`config.mk`:
```
export PLATFORM = sky130hd
export DESIGN_NAME = sha256_w_sched_ctrl_flat
export DESIGN_NICKNAME = d
export VERILOG_FILES = /design/src/rtl/sha256_w_sched_ctrl_if.sv /design/src/rtl/sha256_w_sched_ctrl.sv /design/src/flat_wrapper.sv
export SDC_FILE = /design/constraint.sdc
export NUM_CORES = 2
export LEC_CHECK = 0
export ABC_CLOCK_PERIOD_IN_PS = 23300
export CAP_MARGIN = 5
export CORE_AREA = 2 2 292 294
export CTS_BUF_LIST = sky130_fd_sc_hd__clkbuf_16
export DETAILED_ROUTE_END_ITERATION = 6
export DIE_AREA = 0 0 294 296
export GPL_ROUTABILITY_DRIVEN = 0
export HOLD_SLACK_MARGIN = 0.1
export PLACE_DENSITY = 0.76
export SLEW_MARGIN = 20
export SYNTH_ARGS = -nofsm -noshare
export SYNTH_HDL_FRONTEND = slang
export SYNTH_SLANG_ARGS = --single-unit
```
`constraint.sdc`:
```
create_clock -name i_clk -period 23.3 [get_ports i_clk]
set_input_delay 4.66 -clock i_clk [delete_from_list [all_inputs] [get_ports i_clk]]
set_output_delay 4.66 -clock i_clk [all_outputs]
set_load 0.02 [all_outputs]
```
`src/rtl/sha256_w_sched_ctrl_if.sv`:
```
// ---------------------------------------------------------------------------
// sha256_w_sched_ctrl_if
// Bundle of the SHA-256 schedule controller's handshake and datapath signals.
//   blk_valid/blk_ready/blk_data  : 512-bit padded block from the front end
//   abort                         : synchronous drop of the current block
//   w_valid/w_ready/w_out/w_idx/w_last : W[t] stream to the round engine
//   sched_we/sched_block/sched_word    : expansion-stage issue and result
// The controller connects through the slave modport.
// The environment (front end, round engine, expansion stage) uses master.
// ---------------------------------------------------------------------------
interface sha256_w_sched_ctrl_if;
    logic         blk_valid;
    logic         blk_ready;
    logic [511:0] blk_data;
    logic         abort;
    logic         w_valid;
    logic         w_ready;
    logic [31:0]  w_out;
    logic [5:0]   w_idx;
    logic         w_last;
    logic         sched_we;
    logic [159:0] sched_block;
    logic [31:0]  sched_word;

    modport slave (
        input  blk_valid, blk_data, abort, w_ready, sched_word,
        output blk_ready, w_valid, w_out, w_idx, w_last, sched_we, sched_block
    );

    modport master (
        output blk_valid, blk_data, abort, w_ready, sched_word,
        input  blk_ready, w_valid, w_out, w_idx, w_last, sched_we, sched_block
    );
endinterface

```
`src/rtl/sha256_w_sched_ctrl.sv`:
```
// ---------------------------------------------------------------------------
// sha256_w_sched_ctrl
// Sequences SHA-256 message-schedule expansion for one 512-bit block at a time.
// It streams W0..W63 and owns the 16-word history that the external registered
// expansion stage draws its operands from.
// Ports:
//   i_clk   : rising-edge clock
//   i_rst   : asynchronous active-high reset
//   io_bus  : sha256_w_sched_ctrl_if.slave, which carries the block handshake,
//             the word stream and the expansion-stage issue/result signals
//
// state | meaning
// ------+------------------------------------------------------------------
// IDLE  | blk_ready=1, waiting for a block; a handshake loads S and sets t=0
// RUN   | w_valid=1, presents W[t]; the accept at t=63 returns to IDLE
// ---------------------------------------------------------------------------
module sha256_w_sched_ctrl (
    input  logic                        i_clk,
    input  logic                        i_rst,
    sha256_w_sched_ctrl_if.slave        io_bus
);

    typedef enum logic {
        ST_IDLE = 1'b0,
        ST_RUN  = 1'b1
    } state_t;

    state_t      r_state;
    state_t      w_state_nxt;
    logic [5:0]  r_t;
    logic [31:0] r_s [16];

    logic        w_accept;
    logic        w_hist_mode;
    logic        w_issue;
    logic        w_load;
    logic [31:0] w_v0;
    logic [31:0] w_v1;
    logic [31:0] w_v9;
    logic [31:0] w_v14;

    assign w_accept    = (r_state == ST_RUN) && io_bus.w_ready;
    assign w_load      = (r_state == ST_IDLE) && io_bus.blk_valid && !io_bus.abort;
    // From t=16 on, the newest word lives in sched_word rather than in S.
    assign w_hist_mode = (r_t >= 6'd16);
    assign w_issue     = w_accept && !io_bus.abort && (r_t >= 6'd15) && (r_t <= 6'd62);

    // The virtual window V is S when t<=15 and {S[1..15], sched_word} otherwise.
    // Only the four taps that the expansion stage consumes are built.
    assign w_v0  = w_hist_mode ? r_s[1]  : r_s[0];
    assign w_v1  = w_hist_mode ? r_s[2]  : r_s[1];
    assign w_v9  = w_hist_mode ? r_s[10] : r_s[9];
    assign w_v14 = w_hist_mode ? r_s[15] : r_s[14];

    always_ff @(posedge i_clk or posedge i_rst) begin
        if (i_rst) begin
            r_state <= ST_IDLE;
        end else begin
            r_state <= w_state_nxt;
        end
    end

    always_comb begin
        w_state_nxt = r_state;
        if (io_bus.abort) begin
            w_state_nxt = ST_IDLE;
        end else begin
            case (r_state)
                ST_IDLE: if (io_bus.blk_valid)             w_state_nxt = ST_RUN;
                ST_RUN:  if (w_accept && (r_t == 6'd63))   w_state_nxt = ST_IDLE;
                default:                                   w_state_nxt = ST_IDLE;
            endcase
        end
    end

    always_comb begin
        io_bus.blk_ready   = 1'b0;
        io_bus.w_valid     = 1'b0;
        io_bus.w_out       = 32'h0;
        io_bus.w_idx       = 6'd0;
        io_bus.w_last      = 1'b0;
        io_bus.sched_we    = 1'b0;
        io_bus.sched_block = 160'h0;
        case (r_state)
            ST_IDLE: begin
                io_bus.blk_ready = 1'b1;
            end
            ST_RUN: begin
                io_bus.w_valid  = 1'b1;
                io_bus.w_idx    = r_t;
                io_bus.w_last   = (r_t == 6'd63);
                io_bus.w_out    = w_hist_mode ? io_bus.sched_word : r_s[r_t[3:0]];
                io_bus.sched_we = w_issue;
                if (w_issue) begin
                    io_bus.sched_block = {w_v0, w_v1, w_v9, w_v14, 32'h0};
                end
            end
            default: begin
                io_bus.blk_ready = 1'b0;
            end
        endcase
    end

    always_ff @(posedge i_clk or posedge i_rst) begin
        if (i_rst) begin
            r_t <= 6'd0;
            for (int i = 0; i < 16; i++) r_s[i] <= 32'h0;
        end else if (io_bus.abort) begin
            r_t <= 6'd0;
            for (int i = 0; i < 16; i++) r_s[i] <= 32'h0;
        end else if (w_load) begin
            r_t <= 6'd0;
            for (int i = 0; i < 16; i++) r_s[i] <= io_bus.blk_data[511 - 32*i -: 32];
        end else if (w_accept) begin
            // Wraps to 0 on the t=63 accept, which leaves IDLE with t=0.
            r_t <= r_t + 6'd1;
            if (w_hist_mode) begin
                for (int i = 0; i < 15; i++) r_s[i] <= r_s[i+1];
                r_s[15] <= io_bus.sched_word;
            end
        end
    end

endmodule

```
`src/flat_wrapper.sv`:
```
// flat-port wrapper written by rule: the top's interface ports become plain ports
module sha256_w_sched_ctrl_flat 
  (i_clk, i_rst, io_bus_blk_valid, io_bus_blk_data, io_bus_abort, io_bus_w_ready, io_bus_sched_word, io_bus_blk_ready, io_bus_w_valid, io_bus_w_out, io_bus_w_idx, io_bus_w_last, io_bus_sched_we, io_bus_sched_block);
  sha256_w_sched_ctrl_if io_bus_i ();
  input  logic i_clk;
  input  logic i_rst;
  input wire logic [$bits(io_bus_i.blk_valid)-1:0] io_bus_blk_valid;
  input wire logic [$bits(io_bus_i.blk_data)-1:0] io_bus_blk_data;
  input wire logic [$bits(io_bus_i.abort)-1:0] io_bus_abort;
  input wire logic [$bits(io_bus_i.w_ready)-1:0] io_bus_w_ready;
  input wire logic [$bits(io_bus_i.sched_word)-1:0] io_bus_sched_word;
  output wire logic [$bits(io_bus_i.blk_ready)-1:0] io_bus_blk_ready;
  output wire logic [$bits(io_bus_i.w_valid)-1:0] io_bus_w_valid;
  output wire logic [$bits(io_bus_i.w_out)-1:0] io_bus_w_out;
  output wire logic [$bits(io_bus_i.w_idx)-1:0] io_bus_w_idx;
  output wire logic [$bits(io_bus_i.w_last)-1:0] io_bus_w_last;
  output wire logic [$bits(io_bus_i.sched_we)-1:0] io_bus_sched_we;
  output wire logic [$bits(io_bus_i.sched_block)-1:0] io_bus_sched_block;
  assign io_bus_i.blk_valid = io_bus_blk_valid;
  assign io_bus_i.blk_data = io_bus_blk_data;
  assign io_bus_i.abort = io_bus_abort;
  assign io_bus_i.w_ready = io_bus_w_ready;
  assign io_bus_i.sched_word = io_bus_sched_word;
  assign io_bus_blk_ready = io_bus_i.blk_ready;
  assign io_bus_w_valid = io_bus_i.w_valid;
  assign io_bus_w_out = io_bus_i.w_out;
  assign io_bus_w_idx = io_bus_i.w_idx;
  assign io_bus_w_last = io_bus_i.w_last;
  assign io_bus_sched_we = io_bus_i.sched_we;
  assign io_bus_sched_block = io_bus_i.sched_block;
  sha256_w_sched_ctrl u_core (.i_clk(i_clk), .i_rst(i_rst), .io_bus(io_bus_i));
endmodule
```
### Yosys cells after proc, flatten, opt, wreduce, memory -nomap -nowiden

Cells that the tools add are included.

* bitwise logic cells: 2
* add/subtract/negate cells: 1
* reductions and logical operators: 11
* eq/ne operators: 1
* muxes and demuxes: 27
* magnitude comparators: 4

Operators by type and width (number)
* 512-bit 2-to-1 mux: 4
* 160-bit 2-to-1 mux: 2
* 32-bit 2-to-1 mux: 8
* 32-bit binary-select mux with 4-bit select: 1
* 6-bit 2-to-1 mux: 4
* 1-bit logical AND: 7
* 1-bit 2-to-1 mux: 7
* 6-bit by 1-bit adder with 6-bit output (second input constant): 1
* 6-bit equality test (second input constant): 1
* 6-bit by 4-bit greater-or-equal comparator with 1-bit output (second input constant): 1
* 6-bit by 5-bit greater-or-equal comparator with 1-bit output (second input constant): 1
* 6-bit less-or-equal comparator (second input constant): 1
* 3-bit nonzero test: 2
* 5-bit greater-or-equal comparator (second input constant): 1
* 4-bit NOT with 5-bit output: 1
* 1-bit one-hot mux with 2 select lines: 1
* 2-bit AND reduction: 1
* 1-bit logical NOT: 1
* 1-bit NOT: 1

* flip-flop bits (word level): 519
* bits of input ports: 549
* output and inout port bits: 202
* logic and storage cells: 64

### Logic depth before layout (Yosys ltp)

* word-level depth: 6
* mapped depth: 10
* mapped depth without buffers: 5

### Least setup slack after synthesis

Ideal clock, no wire load.

* kind: input -> output
* from: input io_bus_abort
* to: output io_bus_sched_block[100]
* data required time: 18.640 ns
* cell stages on the path: 6
* path slack: 12.862 ns
* data arrival time: 5.778 ns
* cells stage by stage: buf_2 and3b_1 o211ai_2 buf_2 buf_4 a21oi_1

* word-level cells in the longest chain between the ends: 6

Ends and longest elaborated chain
* start, declared: RTL line flat_wrapper.sv:9 `input wire logic [$bits(io_bus_i.abort)-1:0] io_bus_abort;`
* 1-bit logical NOT: RTL line sha256_w_sched_ctrl.sv:46 `assign w_issue = w_accept && !io_bus.abort && (r_t >= 6'd15) && (r_t <= 6'd62);`
* 1-bit logical AND (3 in series): RTL line sha256_w_sched_ctrl.sv:46
* 160-bit 2-to-1 mux: RTL line sha256_w_sched_ctrl.sv:94 `if (w_issue) begin`
* 160-bit 2-to-1 mux: RTL line sha256_w_sched_ctrl.sv:84 `case (r_state)`
* end, declared: RTL line flat_wrapper.sv:18 `output wire logic [$bits(io_bus_i.sched_block)-1:0] io_bus_sched_block;`

Every way passes these cells.

### Worst setup path after layout

* from: input io_bus_abort
* to: output io_bus_sched_block[40]

Same word-level chain as after synthesis.

==> flow_metrics.tcl <==
set metrics [dict create \
    status "complete, but fails checks" \
    violations "design-rule violations" \
    cell_row_count 107 \
    tritoncts "done" \
    antenna_violations_before_repair 69 \
    finalSetupViolCount 0 \
    p_comb_share_pct 20.8 \
    cts.clk_slew.worst_paths_ns 0.06 \
    drive_above_1_share_pct 6.94 \
    cts_buffer_depth 3 \
    crit_required_ns 18.64 \
    worst_r2r_setup_slack_ns 17.53 \
    grt_overflow_total 0 \
    synth_enable_flop_cells 0 \
    hpwlAfterDp_um 98300 \
    pwr_density_cell_mw_per_mm2 57.1 \
    slew-limit-headroom_pct 13.7 \
    finClkSkew_ns 0.0226 \
    netlist.area_leader.share_pct 35.2 \
    post-place-cells 5147 \
    yosys_warnings 0 \
    final.period_utilization_pct 52.5 \
    cts_resized 0 \
    post-route-drc-count 7 \
    final_net_count 4670 \
    post_drt_via_cell_ratio 6.33 \
    yosys_register_bits 519 \
    timing.rr.end "u_core.r_s[14]$_DFFE_PP0P_" \
    wire_length_of_the_first_global_routing_pass_um 213000 \
    power.total_mw 2.60 \
    via_count_of_the_first_global_routing_pass 31806 \
    leakage_component_of_the_power_nw 19.4 \
    critPathMaxFanout 83 \
    initial_core_utilization_pct 43.8 \
    endpoint_kind "output port" \
    detailedPlace.worstSlack_ns 11.13 \
    setup_tns_ns 0 \
    relative_area_change_from_synthesis_to_final_layout_pct 23.5 \
    die_w_um 294 \
    peakVddDrop_v 0.0000458 \
    hold_path_class "flop to flop" \
    syn_avg_cell_area_um2 9.90 \
    postCtsSetupBuffers 0 \
    cts-htree-levels 2 \
    achievable_frequency_ghz 0.0817 \
    endpoints_failing_hold 0 \
    iteration_0_drc_markers 4253 \
    pwr-share-seq_pct 42.4 \
    ys_types 40 \
    netSwitchingFraction_pct 31.0 \
    power.share.clock_pct 36.8 \
    grt_usage_pct 32.2 \
    synth_top_flop_cell "sky130_fd_sc_hd__dfrtp_1" \
    depth_of_the_worst_register_to_register_path 7 \
    hold_depth 2 \
    worst_setup_path_start_kind "primary input" \
    number_of_nets_with_antenna_violations_after_routing 0 \
    switching_power_mw 0.806 \
    die-height_um 296 \
    hold_start "u_core.r_s[276]$_DFFE_PP0P_" \
    route.final.wire_length_um 146000 \
    timing.critical_path.arrival_ns 7.58 \
    tritoncts_num_sinks 519 \
    netlist_instances 3724 \
    yosysSeqAreaShare_pct 35.2 \
    final_count_of_pins_violating_max_slew 0 \
    fp.dieArea_mm2 0.0870 \
    worst_hold_path_endpoint "u_core.r_s[276]$_DFFE_PP0P_" \
    numCtsBuffers 60 \
    grt_max_degree 215 \
    final_std_cells_w_o_fill 5309 \
    worstSetupPathType "primary input to output port" \
    ys_async_sr_fraction_pct 100 \
    rsz0062_at_grt "false" \
    final.min_clock_period_ns 12.24 \
    drt-pass1-iter-count 7 \
    insertion_delay_ns 0.63 \
    port-buffer-count 718 \
    core_area_mm2 0.0842 \
    rr_startpoint "u_core.r_state$_DFF_PP0_" \
    setup_slack_of_the_critical_path_after_layout_ns 11.06 \
    tightest_slew_ns 1.29 \
    synthDominantAreaCellType "sky130_fd_sc_hd__dfrtp_1" \
    synthesis.area_mm2 0.0369 \
    max_cap_viol_count 0 \
    top_level_ports 751 \
    wl_per_cell_um 27.6 \
    cts.hold.buffers_added 0 \
    cell_types_with_the_largest_area_share_after_synthesis "sky130_fd_sc_hd__dfrtp_1, sky130_fd_sc_hd__mux2i_1, sky130_fd_sc_hd__nor4bb_1" \
    route.vias.total 33622 \
    root_buffer "sky130_fd_sc_hd__clkbuf_16" \
    p_int_mw 1.80 \
]
==> Yosys cell counts (2+ instances only) <==
master                     count
sky130_fd_sc_hd__clkbuf_1    294
sky130_fd_sc_hd__buf_2        34
sky130_fd_sc_hd__and4bb_2      6
sky130_fd_sc_hd__dfrtp_1     519
sky130_fd_sc_hd__nor4bb_1    496
sky130_fd_sc_hd__buf_1        11
sky130_fd_sc_hd__or3_1         2
sky130_fd_sc_hd__nor2_1        5
sky130_fd_sc_hd__mux2i_1     576
sky130_fd_sc_hd__mux4_2      128
sky130_fd_sc_hd__and2_1        6
sky130_fd_sc_hd__nor3_1        3
sky130_fd_sc_hd__ha_1          2
sky130_fd_sc_hd__and4bb_1     10
sky130_fd_sc_hd__inv_1       515
sky130_fd_sc_hd__buf_4        58
sky130_fd_sc_hd__nand2_1     260
sky130_fd_sc_hd__nand3_1       2
sky130_fd_sc_hd__a31oi_1     512
sky130_fd_sc_hd__a221oi_1     32
sky130_fd_sc_hd__o211ai_2      2
sky130_fd_sc_hd__o21ai_0      34
sky130_fd_sc_hd__buf_6        56
sky130_fd_sc_hd__buf_8        14
sky130_fd_sc_hd__a21oi_1     132
==> cell families after synthesis <==
| family | count (synthesis) | synth area share (%) |
|---|---|---|
| XOR/XNOR | 2 | 0.0475 |
| AO/OA/AOI/OAI | 715 | 11.8 |
| buffers and inverters | 984 | 12.3 |
| multiplexers | 704 | 23.5 |
| adder cells (fa/ha/maj) | 2 | 0.0679 |
| flip-flops | 519 | 35.2 |
| AND/OR/NAND/NOR | 797 | 17.1 |
| other | 1 | 0.0102 |
==> metrics by stage <==
stage / hold WS (ns) / utilization (%) / cell area, µm²
6_report: 0.539 / 54.1 / 45500
3_3_place_gp: 0.519 / 51.6 / 43500
2_1_floorplan: 0.506 / - / 37000
3_5_place_dp: 0.527 / 51.6 / 43500
5_1_grt: 0.552 / 54.0 / 45500
4_1_cts: 0.536 / 53.9 / 45400
==> worst max-delay path: stages <==
cell and delay, ns:
sky130_fd_sc_hd__buf_8 0.40, sky130_fd_sc_hd__and3b_1 0.27, sky130_fd_sc_hd__o211ai_4 0.07, sky130_fd_sc_hd__buf_4 0.54
sky130_fd_sc_hd__buf_4 0.70, sky130_fd_sc_hd__a21oi_1 0.12, sky130_fd_sc_hd__clkdlybuf4s50_1 0.59
==> worst max-delay path by stage <==
stage	startpoint	to	slack [ns]	cells after the start
global placement	io_bus_abort	io_bus_sched_block[70]	11.24	7
CTS	io_bus_abort	io_bus_sched_block[75]	11.12	7
detailed placement	io_bus_abort	io_bus_sched_block[40]	11.13	7
floorplan	i_rst	u_core.r_s[0]$_DFFE_PP0P_	4.14	1
finish	io_bus_abort	io_bus_sched_block[40]	11.06	7
global route	io_bus_abort	io_bus_sched_block[40]	10.93	7
==> flip-flops by register name (all words and copies together) (netlist names) <==
name and flops:
u_core.r_state 1, u_core.r_s 512, u_core.r_t 6
==> power groups by stage <==
stage               Sequential [mW]  Combinational (mW)  Clock (mW)
floorplan                      1.06               0.363           0
global placement               1.11               0.525           0
detailed placement             1.11               0.533           0
CTS                            1.10               0.536       0.967
global route                   1.11               0.581        1.00
finish                         1.10               0.542       0.957
==> layer usage <==
layer | global-route usage [%] | wire, µm | vias to the layer above
met5 | 0 | 192 | -
met4 | 16.6 | 7750 | 28
met3 | 9.67 | 16800 | 375
met2 | 46.4 | 63500 | 2010
met1 | 43.6 | 58200 | 16695
li1 | - | - | 14514
==> cells in the final DEF, fill, tap and decap left out, types with 7 or more instances in the layout <==
| cell | netlist | routed |
|---|---|---|
| sky130_fd_sc_hd__o21ai_0 | 34 | 34 |
| sky130_fd_sc_hd__nor4bb_1 | 496 | 496 |
| sky130_fd_sc_hd__dfrtp_1 | 519 | 515 |
| sky130_fd_sc_hd__buf_4 | 58 | 45 |
| sky130_fd_sc_hd__a221oi_1 | 32 | 32 |
| sky130_fd_sc_hd__mux4_2 | 128 | 128 |
| sky130_fd_sc_hd__clkinv_2 | 1 | 13 |
| sky130_fd_sc_hd__diode_2 | 0 | 52 |
| sky130_fd_sc_hd__clkbuf_16 | 0 | 61 |
| sky130_fd_sc_hd__a21oi_1 | 132 | 132 |
| sky130_fd_sc_hd__mux2i_1 | 576 | 574 |
| sky130_fd_sc_hd__clkinv_1 | 0 | 11 |
| sky130_fd_sc_hd__inv_1 | 515 | 528 |
| sky130_fd_sc_hd__and4bb_1 | 10 | 10 |
| sky130_fd_sc_hd__bufinv_16 | 0 | 7 |
| sky130_fd_sc_hd__clkdlybuf4s50_1 | 0 | 716 |
| sky130_fd_sc_hd__nand2_1 | 260 | 260 |
| sky130_fd_sc_hd__conb_1 | 1 | 32 |
| sky130_fd_sc_hd__a31oi_1 | 512 | 512 |
==> final cells by class <==
type / count / area [µm²]
clock buffer: 61 / 1530
clock inverter: 49 / 404
antenna: 52 / 130
timing repair buffer: 769 / 7650
multi-input combinational: 2252 / 19500
tap: 1090 / 1360
fill: 7325 / 38700
inverter: 517 / 1960
sequential: 519 / 13000
Note: power is estimated with default switching activity, not from simulation.
